[config.mk]
export PLATFORM = sky130hd
export DESIGN_NAME = freq_div_prog
export DESIGN_NICKNAME = d
export VERILOG_FILES = /design/src/rtl/freq_div_pkg.sv /design/src/rtl/freq_div_core.sv /design/src/rtl/freq_div_prog.sv
export SDC_FILE = /design/constraint.sdc
export NUM_CORES = 1
export LEC_CHECK = 0
export ABC_CLOCK_PERIOD_IN_PS = 7300
export CAP_MARGIN = 10
export CORE_ASPECT_RATIO = 2
export CORE_MARGIN = 1.5
export CORE_UTILIZATION = 50
export DETAILED_ROUTE_END_ITERATION = 6
export GPL_ROUTABILITY_DRIVEN = 0
export PLACE_DENSITY = 0.76
export SLEW_MARGIN = 10
export SYNTH_ARGS = -nofsm -noshare
export SYNTH_HDL_FRONTEND = slang
export SYNTH_SLANG_ARGS = --single-unit
[constraint.sdc]
create_clock -name clk -period 7.3 [get_ports clk]
set_clock_uncertainty 0.2 [all_clocks]
set_input_delay 1.095 -clock clk [delete_from_list [all_inputs] [get_ports clk]]
set_output_delay 1.095 -clock clk [all_outputs]
set_load 0.01 [all_outputs]
[src/rtl/freq_div_pkg.sv]
// -----------------------------------------------------------------------------
// freq_div_pkg
// Shared definitions for the programmable frequency divider:
//   - mode field width and mode encodings
//   - helper that tells whether a requested mode is loadable
// -----------------------------------------------------------------------------
package freq_div_pkg;

  localparam int MODE_W = 2;

  localparam logic [MODE_W-1:0] MODE_TOGGLE = 2'd0; // out inverts each period, 2N period
  localparam logic [MODE_W-1:0] MODE_PULSE  = 2'd1; // out follows tick
  localparam logic [MODE_W-1:0] MODE_DUTY   = 2'd2; // out high for the first ceil(N/2) counts
  localparam logic [MODE_W-1:0] MODE_RSVD   = 2'd3; // reserved, never loaded

  function automatic logic mode_is_valid(input logic [MODE_W-1:0] mode);
    return mode != MODE_RSVD;
  endfunction

endpackage

[src/rtl/freq_div_core.sv]
// -----------------------------------------------------------------------------
// freq_div_core
// Period counter, boundary detect and mode-dependent output decode for the
// programmable divider. The active divisor/mode are owned by the parent; this
// block only counts 1..act_div and shapes out/tick from that count.
//
// Ports
//   clk        in   system clock, posedge
//   rst        in   asynchronous active-high reset
//   en         in   count enable; low freezes cnt and out, tick forced 0
//   restart    in   parent is installing a new divisor/mode on this edge
//   act_div    in   divisor currently in force (1..2^CNT_W-1)
//   act_mode   in   mode currently in force
//   next_mode  in   mode that takes effect when restart is high
//   boundary   out  combinational: this edge ends the current period
//   out        out  divided output, registered
//   tick       out  one-cycle pulse after each period boundary, registered
// -----------------------------------------------------------------------------
module freq_div_core
  import freq_div_pkg::*;
#(
  parameter int CNT_W = 16
) (
  input  logic              clk,
  input  logic              rst,
  input  logic              en,
  input  logic              restart,
  input  logic [CNT_W-1:0]  act_div,
  input  logic [MODE_W-1:0] act_mode,
  input  logic [MODE_W-1:0] next_mode,
  output logic              boundary,
  output logic              out,
  output logic              tick
);

  logic [CNT_W-1:0] cnt;
  logic [CNT_W-1:0] cnt_nxt;
  logic [CNT_W:0]   half;     // ceil(act_div/2), one bit wider so N=max cannot wrap
  logic             duty_hi;

  assign boundary = en && (cnt == act_div);
  assign cnt_nxt  = boundary ? CNT_W'(1) : cnt + CNT_W'(1);
  assign half     = ({1'b0, act_div} + (CNT_W+1)'(1)) >> 1;
  // DUTY output is decoded from the count the register will hold next, so out
  // and cnt stay aligned in the same cycle.
  assign duty_hi  = ({1'b0, cnt_nxt} <= half);

  // NOTE: state registers use non-blocking assignments so every flop samples
  // pre-edge values; blocking here would create order-dependent simulation.
  always_ff @(posedge clk or posedge rst) begin
    if (rst) begin
      cnt  <= CNT_W'(1);
      out  <= 1'b0;
      tick <= 1'b0;
    end else begin
      tick <= boundary;
      if (restart) begin
        // A fresh period starts at count 1; only DUTY is high on its first cycle.
        cnt <= CNT_W'(1);
        out <= (next_mode == MODE_DUTY);
      end else if (en) begin
        cnt <= cnt_nxt;
        case (act_mode)
          MODE_TOGGLE: if (boundary) out <= ~out;
          MODE_PULSE:  out <= boundary;
          MODE_DUTY:   out <= duty_hi;
          default:     out <= out;
        endcase
      end
    end
  end

endmodule

[src/rtl/freq_div_prog.sv]
// -----------------------------------------------------------------------------
// freq_div_prog
// Runtime-programmable divided-clock / clock-enable generator. A load request
// is validated, parked in shadow registers and installed only at a period
// boundary, so a divisor or mode change never cuts a period short. While the
// counter is disabled and nothing is waiting, a load is installed at once.
//
// Ports
//   clk       in   system clock, posedge
//   rst       in   asynchronous active-high reset
//   en        in   count enable
//   div_val   in   requested divisor, sampled when div_load=1
//   mode_val  in   requested mode, sampled with div_val
//   div_load  in   single-cycle load request
//   load_err  out  one-cycle pulse: request rejected (divisor 0 or reserved mode)
//   pending   out  accepted request waiting for the next period boundary
//   out       out  divided output
//   tick      out  one-cycle pulse at the end of every period
// -----------------------------------------------------------------------------
module freq_div_prog
  import freq_div_pkg::*;
#(
  parameter int CNT_W    = 16,
  parameter int DEF_DIV  = 7,
  parameter int DEF_MODE = 0
) (
  input  logic              clk,
  input  logic              rst,
  input  logic              en,
  input  logic [CNT_W-1:0]  div_val,
  input  logic [MODE_W-1:0] mode_val,
  input  logic              div_load,
  output logic              load_err,
  output logic              pending,
  output logic              out,
  output logic              tick
);

  logic [CNT_W-1:0]  act_div;
  logic [MODE_W-1:0] act_mode;
  logic [CNT_W-1:0]  shadow_div;
  logic [MODE_W-1:0] shadow_mode;

  logic              load_ok;
  logic              accept;
  logic              direct;
  logic              apply_b;
  logic              restart;
  logic              boundary;
  logic [CNT_W-1:0]  next_div;
  logic [MODE_W-1:0] next_mode;

  assign load_ok = (div_val != '0) && mode_is_valid(mode_val);
  assign accept  = div_load && load_ok;
  // Idle counter with nothing queued: no boundary will ever come, install now.
  assign direct  = accept && !en && !pending;
  assign apply_b = boundary && pending;
  assign restart = direct || apply_b;

  // NOTE: every signal driven from always_comb gets a default first, so no
  // path leaves it unassigned and no latch is inferred.
  always_comb begin
    next_div  = shadow_div;
    next_mode = shadow_mode;
    if (direct) begin
      next_div  = div_val;
      next_mode = mode_val;
    end
  end

  // NOTE: the shadow registers are ordinary flops with a reset value, so a
  // reset mid-operation discards any queued load along with the pending flag.
  always_ff @(posedge clk or posedge rst) begin
    if (rst) begin
      act_div     <= CNT_W'(DEF_DIV);
      act_mode    <= MODE_W'(DEF_MODE);
      shadow_div  <= CNT_W'(DEF_DIV);
      shadow_mode <= MODE_W'(DEF_MODE);
      pending     <= 1'b0;
      load_err    <= 1'b0;
    end else begin
      load_err <= div_load && !load_ok;
      // Install reads the old shadow before a same-edge load overwrites it.
      if (restart) begin
        act_div  <= next_div;
        act_mode <= next_mode;
      end
      if (accept) begin
        shadow_div  <= div_val;
        shadow_mode <= mode_val;
      end
      // A new accepted load always queues (unless installed directly); an
      // install with no new load empties the queue.
      if (accept && !direct) pending <= 1'b1;
      else if (apply_b)      pending <= 1'b0;
    end
  end

  freq_div_core #(
    .CNT_W (CNT_W)
  ) u_core (
    .clk       (clk),
    .rst       (rst),
    .en        (en),
    .restart   (restart),
    .act_div   (act_div),
    .act_mode  (act_mode),
    .next_mode (next_mode),
    .boundary  (boundary),
    .out       (out),
    .tick      (tick)
  );

endmodule

* Word-level counts from Yosys, hierarchy flattened
Cells that the tools add are included.
** Operators by class
- Add/subtract/negate cells :: 2
- Magnitude comparators :: 1
- Equality and inequality tests :: 6
- Muxes and demuxes :: 11
- Bitwise operators :: 1
- Reduce and logical (&&, ||, !) cells :: 19
** Operators by type and width (count)
- $mux W16 :: 4
- $add A16 B1 Y17 const B :: 1
- $add A16 B1 Y16 const B :: 1
- $eq A16 B16 Y1 :: 1
- $le A16 B16 Y1 :: 1
- $reduce_bool A16 Y1 :: 1
- $logic_and A1 B1 Y1 :: 8
- $mux W1 :: 5
- $eq A2 B2 Y1 const B :: 2
- $logic_not A1 Y1 :: 4
- $reduce_bool A2 Y1 :: 2
- $reduce_bool A4 Y1 :: 1
- $ne A3 B3 Y1 const B :: 1
- $pmux W1 S3 :: 1
- $reduce_and A3 Y1 :: 1
- $eq A2 B1 Y1 const B :: 1
- $logic_not A2 Y1 :: 1
- $mux W2 :: 1
- $ne A2 B2 Y1 const B :: 1
- $logic_or A1 B1 Y1 :: 1
- $not A1 Y1 :: 1
** Word-level totals
- Bits in registers :: 56
- Bits of input ports :: 22
- Output and inout bits :: 4
- Logic and storage cells :: 49

* Depth between registers and ports, before layout
- Word-level depth :: 8
- Gate-level depth with buffers :: 16
- Gate-level depth less buffers :: 15

* By module
A second synthesis with hierarchy kept.
** Unflattened totals
- Cell total of the unflattened synthesis :: 406
- Area total of the unflattened synthesis :: 3890.0 µm²
** By module, submodules not included
- freq_div_core :: times used 1, cells each 263, area each 2140.8 µm², sequential area each 451.7 µm²
- freq_div_prog :: times used 1, cells each 143, area each 1749.2 µm², sequential area each 958.4 µm²

* Worst setup path after synthesis
OpenSTA, ideal clock, no wires.
- Kind :: register to register
- Start :: register u_core.cnt[3]
- End :: register u_core.out
- Library setup time :: 0.079 ns
- Data arrival time :: 3.588 ns
- Data required time :: 7.021 ns
- Setup slack :: 3.433 ns
- Cell stages (with the launch flop) :: 16
- Buffers on the path :: 2
- Clock period less this slack :: 3.867 ns
- Cell sequence :: dfrtp_1 -> xor2_1 -> or4b_2 -> nor4_1 -> and2_1 -> buf_2 -> buf_2 -> nor2_1 -> ha_1 -> a211o_1 -> o211ai_1 -> a21oi_1 -> or4_1 -> a21oi_1 -> o21ai_0 -> a2bb2oi_1
** Between the ends
- Longest elaborated chain between the ends :: 7
- Elaborated cells on any way between the ends :: 14
- Those cells by class :: add/sub (1); order compare (1); eq/ne (2); mux (4); reduce/logical (6)
** Ends and longest elaborated chain
- from (decl) :: RTL line freq_div_core.sv:36 : logic [CNT_W-1:0] cnt;
- from (signal assigned) :: RTL line freq_div_core.sv:62 : cnt <= cnt_nxt;
- branches (longest 7 deep; another with $add A16 B1 Y16)
- to (signal assigned) :: RTL line freq_div_core.sv:60 : out <= (next_mode == MODE_DUTY);
- to (signal assigned) :: RTL line freq_div_core.sv:64 : MODE_TOGGLE: if (boundary) out <= ~out;
- to (signal assigned) :: RTL line freq_div_core.sv:65 : MODE_PULSE: out <= boundary;
- to (decl) :: RTL line freq_div_core.sv:32 : output logic out,
Parallel ways; which one is timed is not known. The select of a mux whose other input is x is not followed.
A chain may end at the register's enable or synchronous reset.

* Worst setup path in the final report
- Start :: input en
- End :: register u_core.out
** Between the ends
- Longest elaborated chain between the ends :: 6
- Elaborated cells on any way between the ends :: 17
- Those cells by class :: order compare (1); eq/ne (2); mux (5); reduce/logical (9)
** Ends and longest elaborated chain
- from (decl) :: RTL line freq_div_prog.sv:29 : input logic en,
- $logic_and A1 B1 Y1 / $logic_not A1 Y1 (equally long branches) :: RTL line freq_div_core.sv:41, freq_div_prog.sv:56
- $mux W16 / $logic_and A1 B1 Y1 (equally long branches) :: RTL line freq_div_core.sv:42, freq_div_prog.sv:56
- $le A16 B16 Y1 / $logic_and A1 B1 Y1 (equally long branches) :: RTL line freq_div_core.sv:46, freq_div_prog.sv:56
- $pmux W1 S3, or another cell as far along :: RTL line freq_div_core.sv:63 : case (act_mode)
- $mux W1, or another cell as far along :: RTL line freq_div_core.sv:61 : end else if (en) begin
- $mux W1 / $reduce_and A3 Y1 (equally long branches)
Parallel ways exist; a longest one is shown, timed or not. The select of a mux whose other input is x is not followed.

==> results by group <==
Global routing
  – Initial antenna violation count: 0
  – GRT Overall Usage: a little under a quarter
  – GRT overflow: 0
  – First-pass GRT wire length: between 10 and 15 mm
  – Largest net degree at the start of global routing: 57
  – Vias in the first global route: approximately 3k

Die
  – Die H: ~120 um
  – Width of the die: around 63 um
  – Area of the die: 7748 um^2
  – Ports: 26
  – Core area: approximately 6900 um^2
  – Starting density of the core: 51.87%
  – Row cnt: between 40 and 50

CTS
  – CTS Buf Count: 5
  – Worst skew pair latency: around 300 ps
  – Clock Pin Slew Worst Setup and Hold Paths: 80 ps
  – CTS tree: yes
  – Post-cts sizing count: 0
  – CTS Root Cell: clkbuf_16
  – Max clock buf depth: 2
  – Clk sinks: 56
  – H-tree depth: 2
  – # hold bufs at CTS: 0
  – Postcts setup bufs: 0

STA
  – Crit path time final: about 4600 ps
  – RSZ-0062 raised after global routing: no
  – Hold WS: approximately 290 ps
  – Worst-Margin Slew: around 1300 ps
  – Fin crit share: between 60% and 70%
  – Max-slew violations: 0
  – Max Fclk: between 0.2 and 0.25 GHz
  – Rel. slew slack: between 10% and 20%
  – Endpoints failing hold: 0
  – Final setup TNS: 0 ps
  – # setup viols final: 0

Synth
  – Top-area cell type share of the netlist area: about 34%
  – Synth cell types: 48
  – Area leader, netlist: dfrtp_1
  – Yosys warnings: 0
  – Synth top area cells: dfrtp_1 34%, ha_1 7.3%, mux2_2 5.6%, xor2_1 5.6%, dfstp_2 5.1%
  – Syn Nets: roughly 420
  – EDFF count, synth: 0
  – Synth Flop Type: dfrtp_1
  – Seq/Total Area, Yosys: 39.17%
  – Mean Syn Cell Area: between 9 and 10 um^2
  – Post-Synthesis Cells: between 300 and 400
  – Ys async rst share: 100.0%
  – Synthesized flop and latch total: 56
  – Mapped cell area: roughly 3600 um^2

Cells and area
  – Area growth, synth to finish: 13.28%
  – Reg area: roughly 1400 um^2
  – Final-layout fill cell count: roughly 580
  – Nets@finish: roughly 440
  – Core Util, Final: ~59%
  – Most frequent cells in the layout: 49 x dfrtp_1, 48 x nand2_1, 26 x nor2_1
  – Multi-input gate area: 2096 um^2
  – Diode count: 0
  – Layout cell share with drive strength beyond 1: about a tenth
  – Final Instance Area: just over 4000 um^2
  – Most common cell after layout, fill and taps aside: dfrtp_1

Route
  – 1st-iter DRT viols: 86
  – Vias: ~3k
  – DRT antenna net count: 0
  – Met3 routed wirelength: between 200 and 300 um
  – WL met2: 4.655 mm
  – Top Metal Used: met4
  – Final Routed Wirelength: roughly 8.6 mm
  – DRC: 0
  – Vias per cell: around 5.9
  – Drt first pass iters: 4
  – Per-cell routed wire length: 17.42 um
  – Met1 WL: around 3.2 mm

Worst hold path
  – Hold_sp: shadow_div[3]
  – Hold EP: act_div[3]
  – Hold crit path type: reg2reg
  – Worst hold stages: 2

Critical path
  – Worst setup SP type: input port
  – Crit-path max FO: 19
  – Crit. End Element: flop
  – Critical path required time: ~7300 ps
  – Worst Reg-to-Reg Cells: 13
  – Reg2reg end: u_core.out
  – Worst R2R Start: u_core.cnt[3]
  – Setup Crit Path Kind: in2reg
  – R2R setup slack: about 2800 ps
  – WP data arrival: between 4000 and 5000 ps

Power and ir drop
  – Cell Pwr Density: slightly above 300 nW/um^2
  – Max VDD drop: around 0.20 mV
  – LEAKAGE: 1.754 nW

Placed design
  – DP HPWL: between 6 and 7 mm
  – IO Port Bufs: 25
  – Placed Instance Area: approximately 3900 um^2

Status
  – Run status: completed

Job
  – Max cap viols: 0
registers in the layout, summed over array words and instances, names as in the netlist:
register,cells
shadow_div,16
act_div,16
pending,1
u_core.tick,1
u_core.out,1
shadow_mode,2
load_err,1
u_core.cnt,16
act_mode,2
critical path: stages:
cell and delay (ps):
clkdlybuf4s50_1 880, nand2_1 100, nor2_1 150, and2_1 540, nor2_1 110, ha_1 330
a211o_1 290, o211ai_1 80, a21oi_1 90, or4_1 530, a21oi_1 140, o21ai_0 110
a2bb2oi_1 190
power breakdown:
| part | leakage, nW | switching, mW | internal, mW |
|---|---|---|---|
| Combinational | 0.983 | 0.243 | 0.221 |
| Sequential | 0.690 | 0.111 | 0.395 |
| Clock | 0.0815 | 0.116 | 0.164 |
routing by layer:
metal | GRT usage (%) | vias up
met5 | 0 | -
met4 | 15.69 | 0
met2 | 44.41 | 82
met1 | 23.93 | 1420
li1 | - | 1389
met3 | 2.457 | 31
cell families after synthesis:
kind of cell	Yosys count	synth area share, %
adder cells (fa/ha/maj)	21	7.299
AND/OR/NAND/NOR	146	20.30
multiplexers	28	8.412
flip-flops	56	39.17
XOR/XNOR	43	10.46
buffers and inverters	20	2.746
AO/OA/AOI/OAI	67	11.61
stage by stage:
stage,power [mW],worst slack [ps],instances
after floorplan,0.8186,3433,381
after global placement,0.9450,2546,484
after detailed placement,0.9629,2479,484
after CTS,1.246,2718,492
after global routing,1.332,2425,492
final,1.250,2689,492
worst max path at each step:
stage	start	endpoint	slack, ps	depth (start not counted)
2_1_floorplan	u_core.cnt[3]	u_core.out	3430	15
3_3_place_gp	en	u_core.out	2550	13
3_5_place_dp	en	u_core.out	2480	13
4_1_cts	en	u_core.out	2720	13
5_1_grt	en	u_core.out	2430	13
6_report	en	u_core.out	2690	13
area by class of cell:
type | instances | area share [%]
well taps | 90 | 2.762
multi-input cells | 305 | 51.40
flip-flops and latches | 56 | 34.58
repair buffers | 28 | 6.689
clock inverters | 2 | 0.9512
inverters | 5 | 0.4603
clock buffers | 6 | 3.160
cell usage after synthesis (all sizes together), types with 4 or more instances:
master	number
dfstp	7
nor4	5
nand4	5
and3	17
a21oi	8
clkbuf	8
xor2	23
or4	5
a22oi	9
dfrtp	49
mux2	18
ha	21
buf	7
o21ai	30
nand3	17
a22o	4
nor2b	7
inv	5
mux2i	10
xnor2	20
nor2	26
nand2	48
No activity file was read; power rests on OpenSTA's default activity.
